<file path="src/rtl/bus_arbiter.sv">
// Shared coherence/RAM bus arbiter: data class over instruction class, per-class
// round-robin, instruction aging against starvation, grant held until done/abort.
module bus_arbiter #(
    parameter int unsigned CACHE_W    = 2,
    parameter int unsigned STARVE_MAX = 8,
    localparam int unsigned ID_W      = (CACHE_W > 1) ? $clog2(CACHE_W) : 1
) (
    input  logic               CLK,
    input  logic               nRST,
    input  logic [CACHE_W-1:0] dREN,
    input  logic [CACHE_W-1:0] dWEN,
    input  logic [CACHE_W-1:0] iREN,
    input  logic               done,
    output logic [CACHE_W-1:0] dgnt,
    output logic [CACHE_W-1:0] ignt,
    output logic               grant_valid,
    output logic [ID_W-1:0]    grant_id
);

    localparam int unsigned STARVE_W = (STARVE_MAX > 0) ? $clog2(STARVE_MAX + 1) : 1;

    localparam logic [1:0] ARB_IDLE  = 2'd0;
    localparam logic [1:0] ARB_DATA  = 2'd1;
    localparam logic [1:0] ARB_INSTR = 2'd2;

    logic [1:0]          state_q,  state_d;
    logic [CACHE_W-1:0]  dgnt_q,   dgnt_d;
    logic [CACHE_W-1:0]  ignt_q,   ignt_d;
    logic                valid_q,  valid_d;
    logic [ID_W-1:0]     id_q,     id_d;
    logic [ID_W-1:0]     dptr_q,   dptr_d;
    logic [ID_W-1:0]     iptr_q,   iptr_d;
    logic [STARVE_W-1:0] starve_q, starve_d;

    logic [CACHE_W-1:0]  dreq_c;
    logic [ID_W-1:0]     dwin_c, iwin_c;
    logic                dfound_c, ifound_c;
    int unsigned         di_c, ii_c;

    assign dreq_c = dREN | dWEN;

    // Round-robin search of each class, starting at its own pointer and wrapping
    always_comb begin
        dwin_c   = '0;
        iwin_c   = '0;
        dfound_c = 1'b0;
        ifound_c = 1'b0;
        di_c     = 0;
        ii_c     = 0;
        for (int unsigned off = 0; off < CACHE_W; off++) begin
            di_c = (32'(dptr_q) + off) % CACHE_W;
            ii_c = (32'(iptr_q) + off) % CACHE_W;
            if (!dfound_c && ((dreq_c >> di_c) & CACHE_W'(1)) != '0) begin
                dfound_c = 1'b1;
                dwin_c   = ID_W'(di_c);
            end
            if (!ifound_c && ((iREN >> ii_c) & CACHE_W'(1)) != '0) begin
                ifound_c = 1'b1;
                iwin_c   = ID_W'(ii_c);
            end
        end
    end

    // Next-state: arbitrate in IDLE, hold grant until done or the owner drops its request
    always_comb begin
        state_d  = state_q;
        dgnt_d   = dgnt_q;
        ignt_d   = ignt_q;
        valid_d  = valid_q;
        id_d     = id_q;
        dptr_d   = dptr_q;
        iptr_d   = iptr_q;
        starve_d = starve_q;
        unique case (state_q)
            ARB_IDLE: begin
                if ((starve_q == STARVE_W'(STARVE_MAX) && ifound_c) || (!dfound_c && ifound_c)) begin
                    state_d  = ARB_INSTR;
                    ignt_d   = CACHE_W'(1) << iwin_c;
                    valid_d  = 1'b1;
                    id_d     = iwin_c;
                    iptr_d   = ID_W'((32'(iwin_c) + 1) % CACHE_W);
                    starve_d = '0;
                end else if (dfound_c) begin
                    state_d = ARB_DATA;
                    dgnt_d  = CACHE_W'(1) << dwin_c;
                    valid_d = 1'b1;
                    id_d    = dwin_c;
                    dptr_d  = ID_W'((32'(dwin_c) + 1) % CACHE_W);
                    if (!ifound_c) begin
                        starve_d = '0;
                    end else if (starve_q != STARVE_W'(STARVE_MAX)) begin
                        starve_d = starve_q + STARVE_W'(1);
                    end
                end
            end
            ARB_DATA, ARB_INSTR: begin
                // done has priority; abort when the owner's request of its class falls
                if (done || (state_q == ARB_DATA  && (dreq_c & dgnt_q) == '0)
                         || (state_q == ARB_INSTR && (iREN   & ignt_q) == '0)) begin
                    state_d = ARB_IDLE;
                    dgnt_d  = '0;
                    ignt_d  = '0;
                    valid_d = 1'b0;
                    id_d    = '0;
                end
            end
            default: begin
                state_d = ARB_IDLE;
                dgnt_d  = '0;
                ignt_d  = '0;
                valid_d = 1'b0;
                id_d    = '0;
            end
        endcase
    end

    // State and grant registers; async reset drops grants immediately
    always_ff @(posedge CLK or negedge nRST) begin
        if (!nRST) begin
            state_q  <= ARB_IDLE;
            dgnt_q   <= '0;
            ignt_q   <= '0;
            valid_q  <= 1'b0;
            id_q     <= '0;
            dptr_q   <= '0;
            iptr_q   <= '0;
            starve_q <= '0;
        end else begin
            state_q  <= state_d;
            dgnt_q   <= dgnt_d;
            ignt_q   <= ignt_d;
            valid_q  <= valid_d;
            id_q     <= id_d;
            dptr_q   <= dptr_d;
            iptr_q   <= iptr_d;
            starve_q <= starve_d;
        end
    end

    assign dgnt        = dgnt_q;
    assign ignt        = ignt_q;
    assign grant_valid = valid_q;
    assign grant_id    = id_q;

endmodule

</file>
<file path="config.mk">
export PLATFORM = sky130hd
export DESIGN_NAME = bus_arbiter
export DESIGN_NICKNAME = d
export VERILOG_FILES = /design/src/rtl/bus_arbiter.sv
export SDC_FILE = /design/constraint.sdc
export NUM_CORES = 1
export LEC_CHECK = 0
export CORE_MARGIN = 2
export CORE_UTILIZATION = 50
export DETAILED_ROUTE_END_ITERATION = 8
export PLACE_DENSITY = 0.83
export SYNTH_ARGS = -nofsm -noshare
export SYNTH_HDL_FRONTEND = slang
export SYNTH_SLANG_ARGS = --single-unit
</file>
<file path="constraint.sdc">
create_clock -name CLK -period 4.74 [get_ports CLK]
set_input_delay 0.948 -clock CLK [delete_from_list [all_inputs] [get_ports CLK]]
set_output_delay 0.948 -clock CLK [all_outputs]
set_load 0.05 [all_outputs]
</file>
# Word level (Yosys, flattened, before mapping)
# Index checks and enable logic that the tools add are counted.
# word_totals
register_bits	14
inputBits	9
output_inout_bits	6
word_cells	84
# op_classes
addsub	5
eq_ne	10
shifts	6
mux	28
n_bitwise	4
reduce_logical	23
# op_table
cell	n
4-bit two-way mux	4
1-bit two-way mux	13
2-bit two-way mux	6
2-bit case mux with 2 select lines	3
3-bit AND reduction	3
2-bit inequality test, second input constant	4
2-bit by 1-bit right shift with 1-bit output	4
1-bit logical AND	6
2-bit logical NOT	3
2-bit AND reduction	3
1-bit adder, second input constant	4
4-bit by 1-bit adder with 4-bit output, second input constant	1
2-bit AND	2
4-bit equality test, second input constant	1
4-bit inequality test, second input constant	1
1-bit case mux with 2 select lines	2
1-bit by 1-bit << shifter with 2-bit output, first input constant	2
1-bit logical NOT	3
1-bit logical OR	3
3-bit by 1-bit inequality test with 1-bit output, second input constant	1
3-bit inequality test, second input constant	1
2-bit by 1-bit equality test with 1-bit output, second input constant	1
2-bit equality test, second input constant	1
2-bit bitwise OR	1
3 further kinds	3

# Depth between registers and ports, before layout
# Gate-level depths: netlist (run 1).
# depth
word_depth	11
mapped_depth	7
depth_no_buf	6

# Least setup slack after synthesis (run 1)
# No wires, ideal clock.
# synth_timing
path_kind	input-to-reg
from	input dWEN[1]
to	register dptr_q
setup_ns	0.125
arrival_ns	1.974
t_required_ns	4.615
slack_ns	2.641
stages	3
n_path_buf	0
cell_sequence	or4_4 > o211ai_1 > mux2_2
# synth_via
elab_chain_cells	11
word_cells_on_any_way	15
classes_between	add/sub: 1; shift: 2; mux: 4; bitwise: 2; reduce/logical: 6
# synth_lines
element	line	rtl
from (decl)	11	input logic [CACHE_W-1:0] dWEN,
2-bit bitwise OR (*)	40	assign dreq_c = dREN | dWEN;
2-bit by 1-bit right shift with 1-bit output	53	if (!dfound_c && ((dreq_c >> di_c) & CACHE_W'(1)) != '0) begin
1-bit two-way mux	53	
1-bit logical NOT	53	
1-bit logical AND	53	
1-bit two-way mux	53	
1-bit logical NOT	76	if ((starve_q == STARVE_W'(STARVE_MAX) && ifound_c) || (!dfound_c && ifound_c)) begin
1-bit logical AND	76	
1-bit logical OR	76	
1-bit NOT (no source line)	n/a	
3-bit AND reduction (no source line)	n/a	
to (signal assigned)	134	dptr_q <= dptr_d;
to (decl)	31	logic [ID_W-1:0] dptr_q, dptr_d;
# Every way passes the cells marked *; elsewhere a longest branch is shown, timed or not.
# A chain may end at the register's enable or synchronous reset.

# Final worst setup path (run 1)
# layout_timing
from	register ignt_q[0], in the netlist ignt[0]
to	output ignt[0]
# layout_lines
element	line	rtl
from (decl)	28	logic [CACHE_W-1:0] ignt_q, ignt_d;
from (signal assigned)	131	ignt_q <= ignt_d;
to (decl)	15	output logic [CACHE_W-1:0] ignt,
# No word-level cell between the ends.

==> results of run 1 <==
[where the power goes]
| part | internal [W] | leakage, nW | switching [W] | total (W) |
|---|---|---|---|---|
| registers | 0.000172 | 0.177 | 0.0000475 | 0.000220 |
| logic | 0.000147 | 0.239 | 0.000233 | 0.000380 |
| clock network | 0.0000468 | 0.0210 | 0.0000415 | 0.0000883 |
| total | 0.000366 | 0.437 | 0.000322 | 0.000688 |
[per-layer routing]
metal  GRT usage, %  up-vias
li1               -      379
met1          30.90      356
met2          35.49       37
met3          3.968        7
met4          10.29        0
met5              0        -
[final cells by class]
type	count	area [um2]	area share [%]
clock buffer	4	36.28	3.448
inverter	8	30.03	2.854
multi-input combinational	66	474.2	45.07
timing repair buffer	14	140.1	13.32
tap	17	21.27	2.021
sequential	14	350.3	33.29
[cell usage after synthesis (2+ instances only)]
| cell type | count | area (um2) |
|---|---|---|
| dfrtp_1 | 14 | 350.3 |
| nand2_1 | 9 | 33.78 |
| inv_1 | 8 | 30.03 |
| o21ai_0 | 8 | 40.04 |
| ha_1 | 5 | 62.56 |
| nand3_1 | 5 | 25.02 |
| a22oi_1 | 4 | 30.03 |
| o211ai_1 | 3 | 22.52 |
| a22o_1 | 2 | 17.52 |
| a32o_1 | 2 | 20.02 |
| nor2_1 | 2 | 7.510 |
| nor3_1 | 2 | 10.01 |
| o22ai_1 | 2 | 12.51 |
| o32ai_1 | 2 | 17.52 |
| or2_2 | 2 | 12.51 |
[sequential cells by signal (all words and copies together) (netlist names)]
| signal | cells |
|---|---|
| grant_id | 1 |
| grant_valid | 1 |
| dgnt | 2 |
| dptr_q | 1 |
| iptr_q | 1 |
| state_q | 2 |
| ignt | 2 |
| starve_q | 4 |
[cell usage in the layout (no fill, tap or decap), drive strengths merged]
cell and count:
inv 8, a21oi 1, and2 1, nand3b 1, o31ai 1, or4 1
a22o 2, o311ai 2, and3b 1, clkbuf 4, a21boi 1, o221ai 1
mux2i 1, o22ai 2, a22oi 4, nor4 1, clkdlybuf4s50 14, ha 5
o22a 1, mux2 1, o32ai 2, nand2 9, a31oi 1, or2 2
dfrtp 14, a32o 2, nand3 5, nand4 1, nor2 2, nand2b 1
o211ai 3, nor3 2, o21ai 9
[worst paths after layout]
kind | startpoint | endpoint | slack [ns] | cells after the start
min in group asynchronous | nRST | state_q[1] | 1.05 | 1
worst min register to register | iptr_q | iptr_q | 0.48 | 2
worst min-delay path | iptr_q | iptr_q | 0.48 | 2
max in group asynchronous | nRST | grant_id | 3.27 | 1
worst max-delay path | ignt[0] | ignt[0] | 2.27 | 1
worst max register to register | state_q[1] | ignt[0] | 2.84 | 6
[logic make-up (layout without fill, tap and decap cells)]
kind of cell,Yosys count,after routing,synth area share [%]
mux,2,2,2.446
fa+ha+maj,5,5,7.194
buf+inv,10,26,5.179
simple gates,27,27,16.98
flops,14,14,40.29
compound gates,32,32,27.92
[per-stage QoR]
step | instances | cell area (um2) | hold slack (ns)
finish | 123 | 1052 | 0.4824
global route | 123 | 1052 | 0.5238
CTS | 123 | 1052 | 0.4932
detailed placement | 119 | 1016 | 0.4735
global placement | 119 | 1016 | 0.4713
floorplan | 90 | 869.6 | 0.4446
==> impl_metrics.tcl, run 1 <==
set metrics [dict create \
    status "finished clean" \
    grt_pass1_wl_um 3325 \
    area_growth_pct 21.01 \
    timing.fmax_mhz 404.8 \
    fill_cells 146 \
    drt-total-wl_um 1969 \
    clkTransAtPathRegs_ns 0.09 \
    slew_headroom_pct 56.69 \
    synth_flop_cell "dfrtp_1" \
    numCtsBuffers 3 \
    cts_tree "built" \
    via_count 779 \
    crit_family "buffers and inverters" \
    cp_cell_sequence "clkdlybuf4s50_1" \
    seq_area_frac_synth_pct 40.29 \
    slew_viol_final 0 \
    wl_met1_um 897 \
    antenna_found_initial 0 \
    dieHeight_um 45.71 \
    post_cts_buffers 0 \
    hold_viol_final 0 \
    min_period_ns 2.471 \
    setup_viol 0 \
    fin_worst_skew_ns 0.003941 \
    cp.required_ns 3.79 \
    cts.sinks 14 \
    dieArea_um2 2089 \
    fin_crit_sh_pct 52.12 \
    hold_path_class "register to register" \
    drc_errors 0 \
    drt_iter0_drc 24 \
    cts_root_buffer "clkbuf_4" \
    avgRoutedWirePerCell_um 16.01 \
    crit_type "register to primary output" \
    cts.htree.levels 1 \
    rsz0062_at_grt "false" \
    power_w 0.0006877 \
    core-area_um2 1689 \
    synth.distinct_cells 35 \
    routed_via_density 6.333 \
    drv_cap 0 \
    num-nets-final 121 \
    crit_buf_inv 1 \
    worstMarginPinSlew_ns 0.6477 \
    rows 15 \
    ant_nets 0 \
    fin_tns_setup_ns 0 \
    ys_async_sr_fraction_pct 100.0 \
    yosysWarnings 0 \
    cp-end-kind "primary output" \
    p_leak_nw 0.4373 \
    pre_cts_ws_ns 2.005 \
    crit_arrival_ns 1.52 \
    port_buffers 14 \
    dp_hpwl_um 1410 \
    p_per_area_nw_per_um2 653.5 \
    finalWeightedCongestion 0.8833 \
    die_w_um 45.71 \
    dr_wl_met3_um 113 \
    grt_pass1_vias 726 \
    synth_nets 104 \
    grt_use_total_pct 22.80 \
    gr-total-overflow 0 \
    path_max_fanout 4 \
    cts-resized-gates 0 \
    netlist_instances 90 \
    ys_ff_latch 14 \
    dr.max_layer_used "met4" \
    initial_core_util_pct 51.48 \
    ctsHoldBuffers 0 \
    vdd_drop_max_v 0.0003527 \
    synth_edf_count 0 \
    slowest_delay_ns 0.82 \
    io_pins 15 \
    worst_setup_path_start_kind "register" \
    avgSynthCellArea_um2 9.662 \
    antennaDiodeCount 0 \
    netlist_area_um2 869.6 \
    utilization_pct 62.30 \
    layout_setup_ws_ns 2.269 \
    clk_path_buf_depth 2 \
    cp_slowest_cell "clkdlybuf4s50_1" \
    layout-drive-gt1-share_pct 11.32 \
    dr_wl_met2_um 909 \
    clkLatencyLatePin_ns 0.28 \
    grt_max_degree 16 \
    dr.pass1.iters 4 \
]
Power figures use the tool's default switching activity.
==> run 2: changes to the inputs <==
--- a/config.mk
+++ b/config.mk
@@ -6,9 +6,9 @@
 export NUM_CORES = 1
 export LEC_CHECK = 0
 export CORE_MARGIN = 2
-export CORE_UTILIZATION = 50
+export CORE_UTILIZATION = 46
 export DETAILED_ROUTE_END_ITERATION = 8
-export PLACE_DENSITY = 0.83
+export PLACE_DENSITY = 0.81
 export SYNTH_ARGS = -nofsm -noshare
 export SYNTH_HDL_FRONTEND = slang
 export SYNTH_SLANG_ARGS = --single-unit
==> constraint.sdc (replaced) <==
create_clock -name CLK -period 2.2 [get_ports CLK]
set_input_delay 0.44 -clock CLK [delete_from_list [all_inputs] [get_ports CLK]]
set_output_delay 0.44 -clock CLK [all_outputs]
set_load 0.05 [all_outputs]
==> run 2 against run 1 <==
Compared with the run above:
- power up 120%
- count of clock-buffer cells in the layout is the same
- via count increased by 0.13%
- clock skew is 0.0037 ns lower
- sequential power grew 110%
- largest cell class unchanged
- highest routed layer unchanged
==> impl_metrics.tcl, run 2 (synthesis gave the netlist of run 1 again) <==
set metrics [dict create \
    status "finished clean" \
    pre_cts_ws_ns 0.05790 \
    cts.sinks 14 \
    numCtsBuffers 3 \
    ctsHoldBuffers 0 \
    path_max_fanout 4 \
    avgRoutedWirePerCell_um 14.43 \
    worst_setup_path_start_kind "register" \
    cp.required_ns 1.76 \
    final_area_um2 1085 \
    clk_path_buf_depth 2 \
    fin_tns_setup_ns 0 \
    crit_type "register to primary output" \
    dieArea_um2 2254 \
    min_period_ns 1.953 \
    finalWeightedCongestion 0.8553 \
    cp-end-kind "primary output" \
    ant_nets 0 \
    core-area_um2 1745 \
    port_buffers 14 \
    layout-drive-gt1-share_pct 13.76 \
    placed_area_um2 1049 \
    grt_pass1_wl_um 3374 \
    rows 15 \
    reg2reg_depth 6 \
    p_per_area_nw_per_um2 1391 \
    setup_viol 0 \
    mostFrequentLayoutCells "dfrtp_1, clkdlybuf4s50_1, nand2_1" \
    vdd_drop_max_v 0.0008430 \
    largest_reg_flops 4 \
    slowest_delay_ns 0.82 \
    cp_cell_sequence "clkdlybuf4s50_1" \
    fin_crit_sh_pct 88.76 \
    cts_root_buffer "clkbuf_4" \
    rsz0062_at_grt "false" \
    clkLatencyLatePin_ns 0.29 \
    cp_slowest_cell "clkdlybuf4s50_1" \
    cts.htree.levels 1 \
    io_pins 15 \
    crit_arrival_ns 1.51 \
    drc_errors 0 \
    grt_use_total_pct 21.57 \
    antenna_found_initial 0 \
    num-nets-final 124 \
    grt_max_degree 16 \
    die_w_um 47.48 \
    hold_path_class "register to register" \
    slew_viol_final 0 \
    grt_pass1_vias 779 \
    initial_core_util_pct 49.82 \
    min_path_cells 2 \
    crit_buf_inv 1 \
    cts-resized-gates 0 \
    cts_tree "built" \
    fin_worst_skew_ns 0.0002450 \
    drt_iter0_drc 29 \
    post_cts_buffers 0 \
    antennaDiodeCount 0 \
    dr.pass1.iters 4 \
    drt-total-wl_um 1934 \
    timing.fmax_mhz 512.1 \
    clkTransAtPathRegs_ns 0.09 \
    area_growth_pct 24.75 \
    power_w 0.001509 \
    layout_setup_ws_ns 0.2473 \
    via_count 780 \
    cp_num_cells 1 \
    largest-register "starve_q" \
    routed_via_density 5.821 \
    dp_hpwl_um 1424 \
    fill_cells 151 \
    hold_viol_final 0 \
    dieHeight_um 47.48 \
    reg2reg_slack_ns 0.38 \
    slew_headroom_pct 57.35 \
    crit_family "buffers and inverters" \
    drv_cap 0 \
    worstMarginPinSlew_ns 0.6377 \
    p_leak_nw 0.4524 \
    gr-total-overflow 0 \
]
run 2: cell types whose count changed in the layout (fill, tap and decap cells not counted), sizes merged:
cell	change
buf	+3
run 2: final cells by class:
type | instances | area (um2) | share of cell area, %
Tap cell | 25 | 31.28 | 2.884
Timing Repair Buffer | 17 | 162.7 | 14.99
Clock buffer | 4 | 36.28 | 3.345
Sequential cell | 14 | 350.3 | 32.30
Inverter | 8 | 30.03 | 2.768
Multi-Input combinational cell | 66 | 474.2 | 43.71
run 2: worst paths after layout:
check | start | end
max | ignt[1] | ignt[1]
min | iptr_q | iptr_q
max reg2reg | starve_q[0] | dgnt[0]
min reg2reg | iptr_q | iptr_q
max in group asynchronous | nRST | starve_q[0]
min in group asynchronous | nRST | state_q[1]
run 2: routing by layer:
metal	vias to the layer above	global-route usage (%)	share of wire (%)
met2	26	34.86	46
met4	0	7.222	1.2
met1	367	28.81	46
met5	-	0	0
met3	4	4.528	6.5
li1	383	-	-
run 2: through the flow:
step / instances / hold slack, ns / util, %
3_5_place_dp: 130 / 0.4726 / 60.07
5_1_grt: 134 / 0.5261 / 62.15
6_report: 134 / 0.4890 / 62.15
3_3_place_gp: 130 / 0.4697 / 60.07
4_1_cts: 134 / 0.4932 / 62.15
2_1_floorplan: 90 / 0.1444 / -
run 2: power breakdown:
part           switching, W  total, W  leakage, nW  internal, W
combinational      0.000506  0.000845        0.254     0.000339
sequential        0.0000988  0.000470        0.177     0.000371
clock             0.0000936  0.000195       0.0210     0.000101
total              0.000698   0.00151        0.452     0.000810
==> run 3: changes to the inputs <==
--- a/config.mk
+++ b/config.mk
@@ -7,6 +7,7 @@
 export LEC_CHECK = 0
 export CORE_MARGIN = 2
 export CORE_UTILIZATION = 46
+export CTS_CLUSTER_DIAMETER = 150
 export DETAILED_ROUTE_END_ITERATION = 8
 export PLACE_DENSITY = 0.81
 export SYNTH_ARGS = -nofsm -noshare
==> results of run 3 <==
The final DEF is identical to that of run 2; final timing and power are the same.
